## config.mk

```make
export PLATFORM = sky130hd
export DESIGN_NAME = mac_seq_flat
export DESIGN_NICKNAME = d
export VERILOG_FILES = /design/src/rtl/mac_pkg.sv /design/src/rtl/mac_seq_if.sv /design/src/rtl/mac_seq.sv /design/src/flat_wrapper.sv
export SDC_FILE = /design/constraint.sdc
export NUM_CORES = 1
export LEC_CHECK = 0
export CORE_MARGIN = 1.5
export CORE_UTILIZATION = 42
export DETAILED_ROUTE_END_ITERATION = 8
export PLACE_DENSITY = 0.85
export SKIP_CTS_REPAIR_TIMING = 1
export SYNTH_ARGS = -nofsm -noshare
export SYNTH_HDL_FRONTEND = slang
export SYNTH_SLANG_ARGS = --single-unit
```

## constraint.sdc

```tcl
create_clock -name clk -period 2.3 [get_ports clk]
set_clock_uncertainty 0.1 [all_clocks]
set_input_delay 0.345 -clock clk [delete_from_list [all_inputs] [get_ports clk]]
set_output_delay 0.345 -clock clk [all_outputs]
set_load 0.02 [all_outputs]
```

## src/rtl/mac_pkg.sv

```systemverilog
// Shared types and constants for the MAC job sequencer.
package mac_pkg;

  localparam int unsigned W_BITWIDTH_DEF   = 8;
  localparam int unsigned OUT_BITWIDTH_DEF = 32;
  localparam int unsigned MAX_LEN_DEF      = 16;
  localparam int unsigned LEN_W            = 5;
  localparam int unsigned N_ELEM           = 3;

  typedef enum logic [2:0] {
    IDLE  = 3'd0,
    FETCH = 3'd1,
    ISSUE = 3'd2,
    CAPT  = 3'd3,
    DRAIN = 3'd4,
    OUT   = 3'd5
  } state_t;

  // LSB of element k inside a packed triple of w-bit elements.
  function automatic int unsigned elem_lsb(input int unsigned k, input int unsigned w);
    return k * w;
  endfunction

endpackage

```

## src/rtl/mac_seq_if.sv

```systemverilog
// Triple stream, external MAC handshake and result handshake of mac_seq.
interface mac_seq_if #(
  parameter int unsigned W_BITWIDTH   = 8,
  parameter int unsigned OUT_BITWIDTH = 32
);

  localparam int unsigned TRIPLE_W = 3 * W_BITWIDTH;

  logic                    in_valid;
  logic                    in_ready;
  logic [TRIPLE_W-1:0]     in_weights;
  logic [TRIPLE_W-1:0]     in_data;

  logic                    mac_en;
  logic [W_BITWIDTH-1:0]   mac_weights_0;
  logic [W_BITWIDTH-1:0]   mac_weights_1;
  logic [W_BITWIDTH-1:0]   mac_weights_2;
  logic [W_BITWIDTH-1:0]   mac_data_in_0;
  logic [W_BITWIDTH-1:0]   mac_data_in_1;
  logic [W_BITWIDTH-1:0]   mac_data_in_2;
  logic [OUT_BITWIDTH-1:0] mac_pre_sum;
  logic                    mac_done;
  logic [OUT_BITWIDTH-1:0] mac_out;

  logic                    res_valid;
  logic                    res_ready;
  logic [OUT_BITWIDTH-1:0] res_data;

  // Sequencer side.
  modport slave (
    input  in_valid, in_weights, in_data, mac_done, mac_out, res_ready,
    output in_ready, mac_en, mac_weights_0, mac_weights_1, mac_weights_2,
           mac_data_in_0, mac_data_in_1, mac_data_in_2, mac_pre_sum,
           res_valid, res_data
  );

  // Environment side: triple source, MAC and result sink.
  modport master (
    output in_valid, in_weights, in_data, mac_done, mac_out, res_ready,
    input  in_ready, mac_en, mac_weights_0, mac_weights_1, mac_weights_2,
           mac_data_in_0, mac_data_in_1, mac_data_in_2, mac_pre_sum,
           res_valid, res_data
  );

endinterface

```

## src/rtl/mac_seq.sv

```systemverilog
// Dot-product job sequencer: feeds triples to an external 3-way MAC and
// chains each MAC result into the next pre_sum, starting from bias.
module mac_seq
  import mac_pkg::*;
#(
  parameter int unsigned W_BITWIDTH   = W_BITWIDTH_DEF,
  parameter int unsigned OUT_BITWIDTH = OUT_BITWIDTH_DEF,
  parameter int unsigned MAX_LEN      = MAX_LEN_DEF
) (
  input  logic                    clk,
  input  logic                    rstn,
  input  logic                    start,
  input  logic [LEN_W-1:0]        len,
  input  logic [OUT_BITWIDTH-1:0] bias,
  mac_seq_if.slave                bus,
  output logic                    busy,
  output logic                    err_len
);

  localparam logic [LEN_W-1:0] MAX_LEN_V = LEN_W'(MAX_LEN);
  localparam logic [LEN_W-1:0] ONE       = LEN_W'(1);
  localparam int unsigned      E0        = elem_lsb(0, W_BITWIDTH);
  localparam int unsigned      E1        = elem_lsb(1, W_BITWIDTH);
  localparam int unsigned      E2        = elem_lsb(2, W_BITWIDTH);

  state_t                  state_q;
  state_t                  state_d;
  logic [OUT_BITWIDTH-1:0] acc_q;
  logic [LEN_W-1:0]        cnt_q;

  logic take;
  logic len_zero;
  logic len_bad;
  logic drain_go;

  assign take     = (state_q == FETCH) && bus.in_valid && bus.in_ready;
  assign len_zero = (len == '0);
  assign len_bad  = (len > MAX_LEN_V);
  assign drain_go = (state_q == DRAIN) && !bus.mac_done;

  // State register.
  always_ff @(posedge clk or negedge rstn) begin
    if (!rstn) state_q <= IDLE;
    else       state_q <= state_d;
  end

  // Next-state logic.
  always_comb begin
    state_d = state_q;
    unique case (state_q)
      IDLE: begin
        if (start && !len_bad) state_d = len_zero ? OUT : FETCH;
      end
      FETCH: begin
        if (take) state_d = ISSUE;
      end
      ISSUE: begin
        if (bus.mac_done) state_d = CAPT;
      end
      CAPT: begin
        state_d = DRAIN;
      end
      DRAIN: begin
        if (drain_go) state_d = (cnt_q == ONE) ? OUT : FETCH;
      end
      OUT: begin
        if (bus.res_ready) state_d = IDLE;
      end
      default: state_d = IDLE;
    endcase
  end

  // Datapath and registered outputs; status flags track the next state so
  // they line up with the state register.
  always_ff @(posedge clk or negedge rstn) begin
    if (!rstn) begin
      acc_q             <= '0;
      cnt_q             <= '0;
      bus.in_ready      <= 1'b0;
      bus.mac_en        <= 1'b0;
      bus.mac_weights_0 <= '0;
      bus.mac_weights_1 <= '0;
      bus.mac_weights_2 <= '0;
      bus.mac_data_in_0 <= '0;
      bus.mac_data_in_1 <= '0;
      bus.mac_data_in_2 <= '0;
      bus.mac_pre_sum   <= '0;
      bus.res_valid     <= 1'b0;
      bus.res_data      <= '0;
      busy              <= 1'b0;
      err_len           <= 1'b0;
    end else begin
      bus.in_ready  <= (state_d == FETCH);
      bus.mac_en    <= (state_d == ISSUE);
      bus.res_valid <= (state_d == OUT);
      busy          <= (state_d != IDLE);
      err_len       <= (state_q == IDLE) && start && len_bad;

      if ((state_q == IDLE) && start && !len_bad) begin
        acc_q <= bias;
        cnt_q <= len;
        if (len_zero) bus.res_data <= bias;
      end

      if (take) begin
        bus.mac_weights_0 <= bus.in_weights[E0 +: W_BITWIDTH];
        bus.mac_weights_1 <= bus.in_weights[E1 +: W_BITWIDTH];
        bus.mac_weights_2 <= bus.in_weights[E2 +: W_BITWIDTH];
        bus.mac_data_in_0 <= bus.in_data[E0 +: W_BITWIDTH];
        bus.mac_data_in_1 <= bus.in_data[E1 +: W_BITWIDTH];
        bus.mac_data_in_2 <= bus.in_data[E2 +: W_BITWIDTH];
        bus.mac_pre_sum   <= acc_q;
      end

      // mac_out is valid from the second done-high cycle.
      if (state_q == CAPT) acc_q <= bus.mac_out;

      if (drain_go) begin
        cnt_q <= cnt_q - ONE;
        if (cnt_q == ONE) bus.res_data <= acc_q;
      end
    end
  end

endmodule

```

## src/flat_wrapper.sv

```systemverilog
// flat-port wrapper written by rule: the top's interface ports become plain ports
module mac_seq_flat import mac_pkg::*;
#(
  parameter int unsigned W_BITWIDTH   = W_BITWIDTH_DEF,
  parameter int unsigned OUT_BITWIDTH = OUT_BITWIDTH_DEF,
  parameter int unsigned MAX_LEN      = MAX_LEN_DEF
)
  (clk, rstn, start, len, bias, busy, err_len, bus_in_valid, bus_in_weights, bus_in_data, bus_mac_done, bus_mac_out, bus_res_ready, bus_in_ready, bus_mac_en, bus_mac_weights_0, bus_mac_weights_1, bus_mac_weights_2, bus_mac_data_in_0, bus_mac_data_in_1, bus_mac_data_in_2, bus_mac_pre_sum, bus_res_valid, bus_res_data);
  mac_seq_if #(.W_BITWIDTH(W_BITWIDTH), .OUT_BITWIDTH(OUT_BITWIDTH)) bus_i ();
  input  logic clk;
  input  logic rstn;
  input  logic start;
  input  logic [LEN_W-1:0] len;
  input  logic [OUT_BITWIDTH-1:0] bias;
  output logic busy;
  output logic err_len;
  input wire logic [$bits(bus_i.in_valid)-1:0] bus_in_valid;
  input wire logic [$bits(bus_i.in_weights)-1:0] bus_in_weights;
  input wire logic [$bits(bus_i.in_data)-1:0] bus_in_data;
  input wire logic [$bits(bus_i.mac_done)-1:0] bus_mac_done;
  input wire logic [$bits(bus_i.mac_out)-1:0] bus_mac_out;
  input wire logic [$bits(bus_i.res_ready)-1:0] bus_res_ready;
  output wire logic [$bits(bus_i.in_ready)-1:0] bus_in_ready;
  output wire logic [$bits(bus_i.mac_en)-1:0] bus_mac_en;
  output wire logic [$bits(bus_i.mac_weights_0)-1:0] bus_mac_weights_0;
  output wire logic [$bits(bus_i.mac_weights_1)-1:0] bus_mac_weights_1;
  output wire logic [$bits(bus_i.mac_weights_2)-1:0] bus_mac_weights_2;
  output wire logic [$bits(bus_i.mac_data_in_0)-1:0] bus_mac_data_in_0;
  output wire logic [$bits(bus_i.mac_data_in_1)-1:0] bus_mac_data_in_1;
  output wire logic [$bits(bus_i.mac_data_in_2)-1:0] bus_mac_data_in_2;
  output wire logic [$bits(bus_i.mac_pre_sum)-1:0] bus_mac_pre_sum;
  output wire logic [$bits(bus_i.res_valid)-1:0] bus_res_valid;
  output wire logic [$bits(bus_i.res_data)-1:0] bus_res_data;
  assign bus_i.in_valid = bus_in_valid;
  assign bus_i.in_weights = bus_in_weights;
  assign bus_i.in_data = bus_in_data;
  assign bus_i.mac_done = bus_mac_done;
  assign bus_i.mac_out = bus_mac_out;
  assign bus_i.res_ready = bus_res_ready;
  assign bus_in_ready = bus_i.in_ready;
  assign bus_mac_en = bus_i.mac_en;
  assign bus_mac_weights_0 = bus_i.mac_weights_0;
  assign bus_mac_weights_1 = bus_i.mac_weights_1;
  assign bus_mac_weights_2 = bus_i.mac_weights_2;
  assign bus_mac_data_in_0 = bus_i.mac_data_in_0;
  assign bus_mac_data_in_1 = bus_i.mac_data_in_1;
  assign bus_mac_data_in_2 = bus_i.mac_data_in_2;
  assign bus_mac_pre_sum = bus_i.mac_pre_sum;
  assign bus_res_valid = bus_i.res_valid;
  assign bus_res_data = bus_i.res_data;
  mac_seq #(.W_BITWIDTH(W_BITWIDTH), .OUT_BITWIDTH(OUT_BITWIDTH), .MAX_LEN(MAX_LEN)) u_core (.clk(clk), .rstn(rstn), .start(start), .len(len), .bias(bias), .bus(bus_i), .busy(busy), .err_len(err_len));
endmodule
```

-- Word-level counts from Yosys, hierarchy flattened
Cells that the tools add are included.
- flip-flop bits (word level): 157
- output and inout port bits: 117
- bits in writable memories: 0
- bits of input ports: 123
- ROM bits: 0
- logic and storage cells: 57
- latch bits: 0
- memories kept: 0
- bitwise gates (word level): 0
- $lt $le $gt $ge: 1
- muxes and demuxes: 16
- reduce and logical (&&, ||, !) cells: 14
- $mul: 0
- divide/modulo/power cells: 0
- shift operators: 0
- add/subtract/negate cells: 1
- eq/ne operators: 9
- operators by type and width (kind ; count):
    2-to-1 mux 32 bit ; 6
    2-to-1 mux 3 bit ; 7
    case mux 3 bit (6 select lines) ; 1
    2-to-1 mux 5 bit ; 2
    equality test 3 x 2 -> 1 bit (second input constant) ; 3
    equality test 3 bit (second input constant) ; 3
    logical AND 1 bit ; 7
    equality test 3 x 1 -> 1 bit (second input constant) ; 2
    equality test 5 x 1 -> 1 bit (second input constant) ; 1
    greater-than comparator 5 bit (second input constant) ; 1
    zero test 5 bit ; 1
    subtractor 5 x 1 -> 5 bit (second input constant) ; 1
    nonzero test 2 bit ; 2
    zero test 3 bit ; 1
    nonzero test 3 bit ; 1
    zero test 1 bit ; 2

-- Longest topological paths before layout
- depth after elaboration: 6
- mapped depth: 8
- mapped depth without buffers: 6

-- Worst setup path after synthesis
No wires, ideal clock.
- kind: flip-flop to flip-flop
- from: reg u_core.state_q[0]
- to: reg u_core.bus.res_data[10] (netlist name)
- stages on the path, launching flop included: 9
- data arrival time: 1.821 ns
- path slack: 0.238 ns
- library setup time: 0.141 ns
- buffers on the path: 4
- clock period less this slack: 2.062 ns
- data required time: 2.059 ns
- cell sequence: dfrtp_1 buf_6 or4b_4 buf_6 or3_1 buf_6 buf_6 nand2_1 a31oi_1
- cells in the longest elaborated chain, start to end: 6
- elaborated cells between the ends (all ways): 8
- those cells by class: 1 x eq/ne; 3 x mux; 4 x reduce/logical
- RTL lines (what ; RTL line ; source):
    start: declaration ; mac_seq.sv:26 ; state_t state_q;
    start signal: assignment ; mac_seq.sv:44 ; else state_q <= state_d;
    zero test 3 bit ; mac_seq.sv:99 ; if ((state_q == IDLE) && start && !len_bad) begin
    logical AND 1 bit (2 in series) ; mac_seq.sv:99 ;
    2-to-1 mux 32 bit ; mac_seq.sv:99 ;
    2-to-1 mux 32 bit ; mac_seq.sv:120 ; if (cnt_q == ONE) bus.res_data <= acc_q;
    2-to-1 mux 32 bit * ; mac_seq.sv:118 ; if (drain_go) begin
    end signal: assignment ; mac_seq.sv:102 ; if (len_zero) bus.res_data <= bias;
    end signal: assignment ; mac_seq.sv:120 ;
    end: declaration ; mac_seq_if.sv:34 ; res_valid, res_data
Mark *: on every way between the ends. The rest lies on a longest branch, timed or not.
A chain may end at the register's enable or synchronous reset.

-- Worst setup path after layout
- from: reg u_core.state_q[1]
- to: reg u_core.bus.res_data[8] (netlist name)
Same word-level chain as after synthesis.

==> impl_metrics.yaml <==
route:
  drt-initial-drc-count: 325
  wl_per_cell_um: 17.9
  dr_total_vias: 5296
  vias_per_cell: 5.25
  antenna_left: 0
  routed_wl_mm: 18.0
  route.detailed.drc: 0
  drtPass1Iterations: 4
cells_and_area:
  final_util_pct: 65.8
  drive_above_1_share_pct: 18.3
  fillers: 1104
  layout_common_cells: "clkdlybuf4s50_1, dfrtp_1, nand2_1, mux2_2, nor2_1"
  seqCellArea_um2: 3930
  nets: 932
  diodes: 0
  multi_input_comb_area_um2: 2360
  area_growth_pct: 54.3
  layout_commonest_cell: "clkdlybuf4s50_1"
synth:
  avgSynthCellArea_um2: 11.6
  syn_nets: 679
  synthTopCellsByArea: "dfrtp_1, mux2_2, nand2_1"
  synthCells: 554
  synth.top_cell.area_share_pct: 61.0
  ys_seq_area_share_pct: 61.0
  yosys_warnings: 0
  synthesis.area_um2: 6440
  synth.distinct_cells: 39
  synth_top_area_cell: "dfrtp_1"
  ys_seq_elements: 157
timing:
  rsz0062_at_grt: "no"
  setup_viol: 0
  slew_headroom_pct: 41.1
  tightest_slew_ns: 0.881
  fmax_mhz: 479
  finalCritPeriodShare_pct: 90.7
  maxSlewViolCount: 0
  hold_viol: 0
  period_needed_ns: 2.09
clock_tree:
  clk_pin_slew_ns: 0.06
  clock_path_buffers: 2
  cts_tree: "built"
  cts_root_buf: "clkbuf_16"
  numCtsBuffers: 17
  clkSinkCount: 157
  clkLatencyLatePin_ns: 0.42
  htreeDepth: 4
pwr:
  powerDensity_nw_per_um2: 1400
  finalPower_mw: 13.9
  ir_drop_v: 0.000693
  p_leak_nw: 4.30
worst_setup_path:
  r2r_start: "u_core.state_q[1]"
  start_kind: "flip-flop"
  worstPathRequired_ns: 2.53
  end_kind: "flip-flop"
  rr_worst_depth: 6
  path_class: "flip-flop to flip-flop"
  crit_fanout: 23
  r2r_setup_slack_ns: 0.21
  cp_data_arrival_time_ns: 2.31
  r2r_end: "u_core.bus.res_data[8]"
place:
  place_congestion: 0.840
  io_buffers: 239
  hpwlAfterDp_mm: 12.6
die:
  die_w_um: 127
  rows: 45
  io_pins: 240
  initial_core_util_pct: 42.7
  fp.coreArea_um2: 15100
  die_h_um: 127
  dieArea_um2: 16100
global_routing:
  grt_pass1_wl_mm: 28.4
  grt_pass1_vias: 5508
  grt_usage_pct: 22.7
  antenna_found_initial: 1
  grt_max_degree: 54
  grt_overflow: 0
run:
  drv_cap: 0
outcome:
  status: "finished clean"
worst_hold_path:
  hold_path_class: "input pin to asynchronous set/reset pin"
## state kept, by name, summed over array words and instances (netlist names)
name,cells
u_core.state_q,3
u_core.bus.mac_weights_1,8
u_core.bus.mac_weights_2,8
u_core.bus.in_ready,1
u_core.bus.mac_data_in_0,8
u_core.cnt_q,5
u_core.busy,1
u_core.bus.res_data,32
u_core.bus.mac_data_in_2,8
u_core.bus.mac_pre_sum,32
u_core.err_len,1
u_core.bus.mac_data_in_1,8
u_core.bus.res_valid,1
u_core.bus.mac_en,1
u_core.acc_q,32
u_core.bus.mac_weights_0,8
## metrics by stage
stage | hold WS, ns | TNS, ns | worst slack (ns) | area [um2] | instances
2_1_floorplan | -0.0506 | 0 | 0.238 | 6440 | 554
3_3_place_gp | 0.232 | -1.45 | -0.0578 | 9240 | 975
3_5_place_dp | 0.234 | -3.62 | -0.127 | 9240 | 975
4_1_cts | -0.213 | 0 | 0.212 | 9930 | 1007
5_1_grt | 0.382 | 0 | 0.109 | 9940 | 1008
6_report | 0.355 | 0 | 0.214 | 9940 | 1008
## cells by family (layout without fill, tap and decap cells)
group	after synthesis	after routing	share of synthesized area (%)
AND/OR/NAND/NOR	201	201	13.2
flip-flops	157	157	61.0
multiplexers	80	80	14.0
AO/OA/AOI/OAI	76	76	8.24
buffers and inverters	37	303	3.01
adder cells (fa/ha/maj)	2	2	0.388
XOR/XNOR	1	1	0.136
## report_power, final
| group | leakage, nW | total (mW) | internal, mW | switching, mW |
|---|---|---|---|---|
| combinational | 2.02 | 5.83 | 3.00 | 2.83 |
| clock | 0.335 | 3.24 | 2.11 | 1.13 |
| sequential | 1.94 | 4.83 | 4.03 | 0.793 |
| total | 4.30 | 13.9 | 9.14 | 4.75 |
## synthesized netlist by cell type, drive strengths merged
master     n
and3       1
o22ai      7
nor4b      2
and2       2
or4b       1
nor2b      2
or2        2
o32ai      1
nor3b      3
nor2      48
nand2b     2
o221ai     1
o211ai     1
nand3b     2
nand3      3
o41a       1
ha         2
a31oi     32
or4        1
a2bb2oi    1
o221a      3
clkbuf    20
or3        2
buf       14
dfrtp    157
inv        3
nor3      10
a22oi     25
nand2    120
xor2       1
mux2      80
a21oi      2
o21ai      2
## worst max-delay path, cell delays in order (launching register included)
cell	delay (ns)
dfrtp_1	0.44
or4b_4	0.58
buf_4	0.19
nor3_4	0.20
buf_12	0.22
nand2_1	0.07
a31oi_1	0.19
## layer usage
metal | vias up | track usage, % | wire length (um)
li1 | 2436 | - | -
met1 | 2577 | 27.1 | 7230
met2 | 242 | 38.3 | 8950
met3 | 39 | 6.24 | 1310
met4 | 2 | 10.5 | 497
met5 | - | 0 | 13
## how the worst max path moves through the flow
stage | to | slack [ns] | cells past startpoint | start
final | u_core.bus.res_data[8] | 0.21 | 6 | u_core.state_q[1]
after global routing | u_core.bus.res_data[8] | 0.11 | 6 | u_core.state_q[1]
after CTS | u_core.bus.res_data[21] | 0.21 | 6 | u_core.state_q[1]
after floorplan | u_core.bus.res_data[10] | 0.24 | 8 | u_core.state_q[0]
after global placement | u_core.bus.res_data[15] | -0.06 | 6 | len[1]
after detailed placement | u_core.bus.res_data[27] | -0.13 | 7 | len[1]
## layout make-up
class / instances / share of cell area [%]
timing repair buffer: 268 / 27.3
clock inverter: 12 / 2.34
sequential: 157 / 39.5
multi-input combinational: 360 / 23.7
tap: 188 / 2.37
clock buffer: 20 / 4.60
inverter: 3 / 0.113
Power figures use the tool's default switching activity.
